$ cat config.mk
export PLATFORM = sky130hd
export DESIGN_NAME = multicycle_ctrl
export DESIGN_NICKNAME = d
export VERILOG_FILES = /design/src/rtl/multicycle_ctrl.sv
export SDC_FILE = /design/constraint.sdc
export NUM_CORES = 1
export LEC_CHECK = 0
export ABC_AREA = 0
export CAP_MARGIN = 25
export CORE_UTILIZATION = 30
export CTS_CLUSTER_DIAMETER = 60
export DETAILED_ROUTE_END_ITERATION = 8
export SLEW_MARGIN = 20
export SYNTH_ARGS = -nofsm -noshare
export SYNTH_HDL_FRONTEND = slang
export SYNTH_SLANG_ARGS = --single-unit
$ cat constraint.sdc
create_clock -name clk -period 2.8 [get_ports clk]
set_input_delay 0.56 -clock clk [delete_from_list [all_inputs] [get_ports clk]]
set_output_delay 0.56 -clock clk [all_outputs]
set_load 0.02 [all_outputs]
$ cat src/rtl/multicycle_ctrl.sv
// Control FSM for the multicycle MIPS datapath: per-instruction strobe sequencing
// with memory wait states, stall, JAL link write-back, illegal-command trap and retire pulse.
// Optional build macro MC_CTRL_OVF_TRAP_EN: arithmetic overflow on ADD/SUB/ADDI write-back traps.
//
// state  | meaning
// IF     | fetch, PC+4, waits MEM_WAIT cycles
// ID     | load A/B, precompute branch target
// EX_BR  | compare, conditional PC load
// EX_J   | jump (JAL also links PC into r31)
// EX_JR  | jump to register A
// EX_R   | register-register ALU op
// EX_I   | immediate ALU op / address calc
// MEM_LW | load read, waits MEM_WAIT cycles
// MEM_SW | store write, waits MEM_WAIT cycles
// WB_R   | write ALU result to rd
// WB_I   | write ALU result to rt
// WB_LW  | write MDR to rt
// TRAP   | halted, left only by reset
module multicycle_ctrl #(
  parameter int MEM_WAIT  = 0,
  parameter int CMD_WIDTH = 4
) (
  input  logic                 clk,
  input  logic                 reset,
  input  logic                 stall,
  input  logic                 zero,
  input  logic                 ovf,
  input  logic [CMD_WIDTH-1:0] cmd,
  output logic [2:0]           aluOp,
  output logic [1:0]           pcSrc,
  output logic                 aluSrcA,
  output logic [1:0]           aluSrcB,
  output logic                 memIn,
  output logic [1:0]           dst,
  output logic [1:0]           regIn,
  output logic                 pcWe,
  output logic                 irWe,
  output logic                 aWe,
  output logic                 bWe,
  output logic                 memWe,
  output logic                 regWe,
  output logic                 instrDone,
  output logic                 trap
);

  typedef enum logic [3:0] {
    S_IF, S_ID, S_EX_BR, S_EX_J, S_EX_JR, S_EX_R, S_EX_I,
    S_MEM_LW, S_MEM_SW, S_WB_R, S_WB_I, S_WB_LW, S_TRAP
  } state_t;

  localparam logic [CMD_WIDTH-1:0] C_LW   = CMD_WIDTH'(0);
  localparam logic [CMD_WIDTH-1:0] C_SW   = CMD_WIDTH'(1);
  localparam logic [CMD_WIDTH-1:0] C_J    = CMD_WIDTH'(2);
  localparam logic [CMD_WIDTH-1:0] C_JR   = CMD_WIDTH'(3);
  localparam logic [CMD_WIDTH-1:0] C_JAL  = CMD_WIDTH'(4);
  localparam logic [CMD_WIDTH-1:0] C_BEQ  = CMD_WIDTH'(5);
  localparam logic [CMD_WIDTH-1:0] C_BNE  = CMD_WIDTH'(6);
  localparam logic [CMD_WIDTH-1:0] C_XORI = CMD_WIDTH'(7);
  localparam logic [CMD_WIDTH-1:0] C_ADDI = CMD_WIDTH'(8);
  localparam logic [CMD_WIDTH-1:0] C_ADD  = CMD_WIDTH'(9);
  localparam logic [CMD_WIDTH-1:0] C_SUB  = CMD_WIDTH'(10);
  localparam logic [CMD_WIDTH-1:0] C_SLT  = CMD_WIDTH'(11);

  localparam logic [2:0] ALU_ADD = 3'd0;
  localparam logic [2:0] ALU_SUB = 3'd1;
  localparam logic [2:0] ALU_XOR = 3'd2;
  localparam logic [2:0] ALU_SLT = 3'd3;

  localparam logic [1:0] PC_ALU_RES = 2'd0;
  localparam logic [1:0] PC_ALU     = 2'd1;
  localparam logic [1:0] PC_J       = 2'd2;
  localparam logic [1:0] PC_A       = 2'd3;

  localparam logic [1:0] B_SXIS = 2'd0;
  localparam logic [1:0] B_SXI  = 2'd1;
  localparam logic [1:0] B_B    = 2'd2;
  localparam logic [1:0] B_FOUR = 2'd3;

  localparam logic [1:0] DST_RD = 2'd0;
  localparam logic [1:0] DST_RT = 2'd1;
  localparam logic [1:0] DST_RA = 2'd2;

  localparam logic [1:0] RIN_MDR = 2'd0;
  localparam logic [1:0] RIN_ALU = 2'd1;
  localparam logic [1:0] RIN_PC  = 2'd2;

  localparam logic [3:0] WAIT_INIT = 4'(MEM_WAIT);

  state_t               state_q, state_d, nxt;
  logic [3:0]           wait_q, wait_d;
  logic [CMD_WIDTH-1:0] cmd_q, cmd_d;
  logic                 trap_q, trap_d;
  logic                 en, mem_rdy, ovf_fault;

  assign en      = !reset && !stall;
  assign mem_rdy = (wait_q == 4'd0);
  assign trap    = trap_q;

`ifdef MC_CTRL_OVF_TRAP_EN
  assign ovf_fault = ovf && (((state_q == S_WB_R) && ((cmd_q == C_ADD) || (cmd_q == C_SUB))) ||
                             ((state_q == S_WB_I) && (cmd_q == C_ADDI)));
`else
  logic unused_ovf;
  assign unused_ovf = ovf;
  assign ovf_fault  = 1'b0;
`endif

  always_comb begin
    nxt       = state_q;
    aluOp     = ALU_ADD;
    pcSrc     = PC_ALU_RES;
    aluSrcA   = 1'b0;
    aluSrcB   = B_SXIS;
    memIn     = 1'b0;
    dst       = DST_RD;
    regIn     = RIN_MDR;
    pcWe      = 1'b0;
    irWe      = 1'b0;
    aWe       = 1'b0;
    bWe       = 1'b0;
    memWe     = 1'b0;
    regWe     = 1'b0;
    case (state_q)
      S_IF: begin
        aluSrcB = B_FOUR;
        pcSrc   = PC_ALU;
        if (mem_rdy) begin
          irWe = en;
          pcWe = en;
          nxt  = S_ID;
        end
      end
      S_ID: begin
        aWe = en;
        bWe = en;
        case (cmd)
          C_BEQ, C_BNE:                 nxt = S_EX_BR;
          C_J, C_JAL:                   nxt = S_EX_J;
          C_JR:                         nxt = S_EX_JR;
          C_ADD, C_SUB, C_SLT:          nxt = S_EX_R;
          C_XORI, C_ADDI, C_LW, C_SW:   nxt = S_EX_I;
          default:                      nxt = S_TRAP;
        endcase
      end
      S_EX_BR: begin
        aluSrcA = 1'b1;
        aluSrcB = B_B;
        aluOp   = ALU_SUB;
        pcWe    = en && ((cmd_q == C_BEQ) ? zero : !zero);
        nxt     = S_IF;
      end
      S_EX_J: begin
        pcSrc = PC_J;
        pcWe  = en;
        if (cmd_q == C_JAL) begin
          regWe = en;
          dst   = DST_RA;
          regIn = RIN_PC;
        end
        nxt = S_IF;
      end
      S_EX_JR: begin
        pcSrc = PC_A;
        pcWe  = en;
        nxt   = S_IF;
      end
      S_EX_R: begin
        aluSrcA = 1'b1;
        aluSrcB = B_B;
        aluOp   = (cmd_q == C_SUB) ? ALU_SUB : (cmd_q == C_SLT) ? ALU_SLT : ALU_ADD;
        nxt     = S_WB_R;
      end
      S_EX_I: begin
        aluSrcA = 1'b1;
        aluSrcB = B_SXI;
        aluOp   = (cmd_q == C_XORI) ? ALU_XOR : ALU_ADD;
        nxt     = (cmd_q == C_LW) ? S_MEM_LW : (cmd_q == C_SW) ? S_MEM_SW : S_WB_I;
      end
      S_MEM_LW: begin
        memIn = 1'b1;
        if (mem_rdy) nxt = S_WB_LW;
      end
      S_MEM_SW: begin
        memIn = 1'b1;
        if (mem_rdy) begin
          memWe = en;
          nxt   = S_IF;
        end
      end
      S_WB_R, S_WB_I: begin
        dst   = (state_q == S_WB_R) ? DST_RD : DST_RT;
        regIn = RIN_ALU;
        regWe = en && !ovf_fault;
        nxt   = ovf_fault ? S_TRAP : S_IF;
      end
      S_WB_LW: begin
        dst   = DST_RT;
        regIn = RIN_MDR;
        regWe = en;
        nxt   = S_IF;
      end
      S_TRAP:  nxt = S_TRAP;
      default: nxt = S_IF;
    endcase

    state_d   = stall ? state_q : nxt;
    // Retire marks the transition into IF, not the wait cycles spent inside it.
    instrDone = en && (state_q != S_IF) && (nxt == S_IF);

    wait_d = wait_q;
    if (state_d != state_q)
      wait_d = WAIT_INIT;
    else if (!stall && !mem_rdy &&
             ((state_q == S_IF) || (state_q == S_MEM_LW) || (state_q == S_MEM_SW)))
      wait_d = wait_q - 4'd1;

    cmd_d  = (state_q == S_ID) ? cmd : cmd_q;
    trap_d = trap_q || (state_d == S_TRAP);
  end

  always_ff @(posedge clk) begin
    if (reset) begin
      state_q <= S_IF;
      wait_q  <= WAIT_INIT;
      cmd_q   <= '0;
      trap_q  <= 1'b0;
    end else begin
      state_q <= state_d;
      wait_q  <= wait_d;
      cmd_q   <= cmd_d;
      trap_q  <= trap_d;
    end
  end

endmodule

# Word level (Yosys, flattened, before mapping)
# Memories as Yosys holds them, arrays and structs flattened.
# Index checks and enable logic that the tools add are counted.
# classes
n_addsub	1
n_eq_ne	20
mux	27
reduce_logical	25
# op_table
cell	n
$eq 4x4->1 const B	8
$eq 4x3->1 const B	7
$pmux 4 s7	1
$pmux 2 s3	4
$mux 4	5
$logic_not 4->1	4
$mux 2	5
$reduce_or 2->1	5
$mux 1	9
$eq 4x1->1 const B	2
$eq 4x2->1 const B	2
$logic_and 1x1->1	6
$reduce_or 3->1	2
$logic_not 1->1	4
$ne 4x4->1	1
$pmux 2 s2	1
$reduce_bool 4->1	1
$sub 4x1->4 const B	1
$logic_or 1x1->1	3
$pmux 1 s3	1
$pmux 1 s2	1
# totals
register_bits	13
romBits	64
in_bits	9
out_inout_bits	21
elab_cells	78
n_memories	1
# mem_list
name	words	word_bits	read_ports	rd_clocked_by_memory_dff	wr	line	source
(name not given)	16	4	1	0	0	136	case (cmd)

# Depth between registers and ports, before layout
# depth
word_depth	7
ltp_mapped	7
ltp_nobuf	7

# Worst setup path after synthesis
# OpenSTA, ideal clock, no wires.
# synth_path
kind	register -> output
from	register state_q[1]
to	output port regWe
t_arrival_ns	1.792
setup_slack_ns	0.448
path_stages_with_launch	7
n_path_buf	1
cell_sequence	dfxtp_1 > buf_6 > nor3b_1 > nand3_1 > nor3_1 > nor2_1 > nor2_1
# synth_via
elab_chain_len	3
elab_cells_between_ends	6
# synth_rtl
element	line	source
start, declared	89	state_t state_q, state_d, nxt;
start signal, assigned	228	state_q <= state_d;
$eq 4x4->1	123	case (state_q)
$reduce_or 3->1 (no line)	-	
$pmux 1 s2 *	123	
end, declared	41	output logic regWe,
# Every way passes the cells marked *; elsewhere a longest branch is shown, timed or not.

# Final worst setup path
# layout_path
from	input port reset
to	output port regWe
# layout_via
elab_chain_len	4
# layout_rtl
element	line	source
start, declared	24	input logic reset,
$logic_not 1->1 *	95	assign en = !reset && !stall;
$logic_and 1x1->1 *	95	
$mux 1	155	if (cmd_q == C_JAL) begin
$pmux 1 s2 *	123	
# Marked as above.

==> impl_metrics.yaml <==
grt:
  grt_max_degree: 21
  antenna_found_initial: 0
  gr-total-overflow: 0
  track_usage: 0.1672
  grt_pass1_wl_mm: 5.409
  grt_pass1_vias: 1220
route:
  ant_nets: 0
  drc: 0
  avgRoutedWirePerCell_um: 13.34
  drt_iter0_markers: 35
  drt-total-wl_mm: 3.201
  drt-pass1-iter-count: 4
  vias: 1257
  drt-vias-per-instance: 5.238
worst_setup_path:
  path_cells: "clkdlybuf4s50_1 -> inv_1 -> nand2_1 -> buf_4 -> nor2_1 -> clkdlybuf4s50_1"
  cpPeakStageDelay_ps: 600
  path_common_cell: "clkdlybuf4s50_1"
  crit_required_ps: 2240
  cp.arrival_ps: 2110
  path_delay_family: "buffers and inverters"
  cp.buffers_inverters: 4
  worstSetupPathType: "in2out"
  cpMaxStageDelayCell: "clkdlybuf4s50_1"
  crit_path_start_kind: "primary input"
  cp_max_fo: 6
  endpoint_kind: "primary output"
floorplan:
  ios: 30
  fp-row-count: 22
  core-area_um2: 3661
  die-area_um2: 4067
  die_w_um: 63.78
  start_util: 0.3127
  die_h_um: 63.78
synth:
  ys_warn_count: 0
  synth_compound_area_frac: 0.2536
  synth_cell_types: 50
  ys_seq_area_frac: 0.2273
  synthArstFlopShare: 0
  ys.flop_type: "dfxtp_1"
  synth_xor_xnor_area_share: 0.03060
  synth_edf_count: 0
  synth_top_family_by_area: "simple AND/OR/NAND/NOR gates"
  synth_area_um2: 1145
  synthMuxAreaShare: 0.05246
  netlist_instances: 154
  synth_fa_ha_area_frac: 0.01093
  ys_ff_latch: 13
  yosys.area_share.simple: 0.3257
  avgSynthCellArea_um2: 7.434
  synth_fp_nets: 164
timing:
  rsz0062_at_grt: "false"
  drv_slew: 0
  setup_violations: 0
  fin_crit_ps: 2667
  finClkSkew_ps: 5.306
  finalCritPeriodShare: 0.9526
  finalHoldViolCount: 0
  fin_ws_ps: 132.7
  hold_ws_ps: 483.3
  fmax_ghz: 0.3749
final_layout:
  nNetsFinal: 203
  multi_input_area_um2: 794.5
  utilization: 0.4395
  syn2layout_area_growth_pct: 40.55
  layout-drive-gt1-share: 0.1563
  mostFrequentLayoutCells: "clkdlybuf4s50_1 (22), buf_4 (19), nor2_1 (18), dfxtp_1 (12)"
  ff_latch_area_um2: 261.5
  num_antenna_cells: 0
  final_common_cell: "clkdlybuf4s50_1"
  fill_cells: 387
status:
  status: "finished, final reports clean"
placement:
  dpl_worst_slack_ps: -80.33
  port_buffers: 27
  place_congestion: 0.9005
  post-dp-hpwl_mm: 2.508
min_path:
  hold_path.class: "reg2reg"
clocking:
  clock-root-buffer: "clkbuf_8"
  cts_hold_buf: 0
  cts_max_level: 1
  cts_buffers: 3
  clk_latency_ps: 250
  cts_sinks: 13
  cts_tree: "yes"
  cts.clk_slew.worst_paths_ps: 50
  clockBufferDepth: 2
pwr:
  peakVddDrop_mv: 0.1129
  total_leakage_power_nw: 0.6673
  powerDensity_nw_per_um2: 363.0
job:
  drv_cap: 0
[cell type report]
cell class,instances,area share
multi-input cells,122,0.4938
repair buffers,46,0.2621
flip-flops and latches,13,0.1625
well taps,48,0.03733
clock buffers,4,0.02799
inverters,7,0.01633
[power by group]
group	total [mW]	internal [mW]	switching, mW	leakage [nW]
logic	0.209	0.0974	0.112	0.539
registers	0.207	0.193	0.0139	0.106
clock network	0.168	0.100	0.0672	0.0228
total	0.584	0.391	0.193	0.667
[synthesized netlist by cell type (2+ instances only)]
master | count | area [um^2]
nand3_1 | 4 | 20.02
o31a_1 | 2 | 17.52
a21oi_1 | 7 | 35.03
nand2b_1 | 3 | 18.77
buf_6 | 3 | 33.78
buf_4 | 4 | 30.03
and2_1 | 2 | 12.51
a22o_1 | 2 | 17.52
mux2i_1 | 6 | 60.06
nor2_1 | 19 | 71.32
inv_1 | 7 | 26.28
nand2_1 | 11 | 41.29
o21ai_0 | 7 | 35.03
nor3_1 | 12 | 60.06
o211ai_1 | 3 | 22.52
nor3b_1 | 5 | 37.54
xor2_1 | 3 | 26.28
a211oi_1 | 4 | 30.03
clkbuf_1 | 3 | 11.26
a31oi_1 | 2 | 12.51
dfxtp_1 | 13 | 260.3
a311oi_1 | 2 | 17.52
nor2b_1 | 3 | 18.77
[what timing repair did]
item	CTS	global route
buffers inserted	0	0
setup endpoints to repair	2	7
gates resized for setup	3	7
gates cloned	0	0
[worst paths after layout]
path,depth (start not counted),slack (ps),end,from
max reg2reg,7,800,wait_q[2],wait_q[0]
min,1,480,trap,trap
max,6,130,regWe,reset
min reg2reg,1,480,trap,trap
[cell families (layout without fill, tap and decap cells)]
kind of cell             after synthesis  after routing
adder cells (fa/ha/maj)                1              1
multiplexers                           6              6
AND/OR/NAND/NOR                       70             70
other                                  1              1
XOR/XNOR                               4              4
buffers and inverters                 19             57
flip-flops                            13             13
AO/OA/AOI/OAI                         40             40
[flip-flops by register name (all words and copies together) (netlist names)]
signal and cells:
cmd_q 4, trap 1, wait_q 4, state_q 4
[per-stage QoR]
step | total power [mW] | cell area [um^2] | setup TNS (ps) | cells
finish | 0.5841 | 1609 | 0 | 240
global route | 0.6183 | 1609 | 0 | 240
CTS | 0.5868 | 1585 | 0 | 240
detailed placement | 0.4178 | 1534 | -80.33 | 236
global placement | 0.4128 | 1534 | -92.37 | 236
floorplan | 0.3360 | 1145 | 0 | 154
[metal layers]
| metal | track usage | vias up | share of wire |
|---|---|---|---|
| li1 | - | 647 | - |
| met1 | 0.2032 | 567 | 0.47 |
| met2 | 0.2846 | 36 | 0.46 |
| met3 | 0.01607 | 7 | 0.038 |
| met4 | 0.09659 | 0 | 0.027 |
| met5 | 0 | - | 0 |
Power figures use the tool's default switching activity.
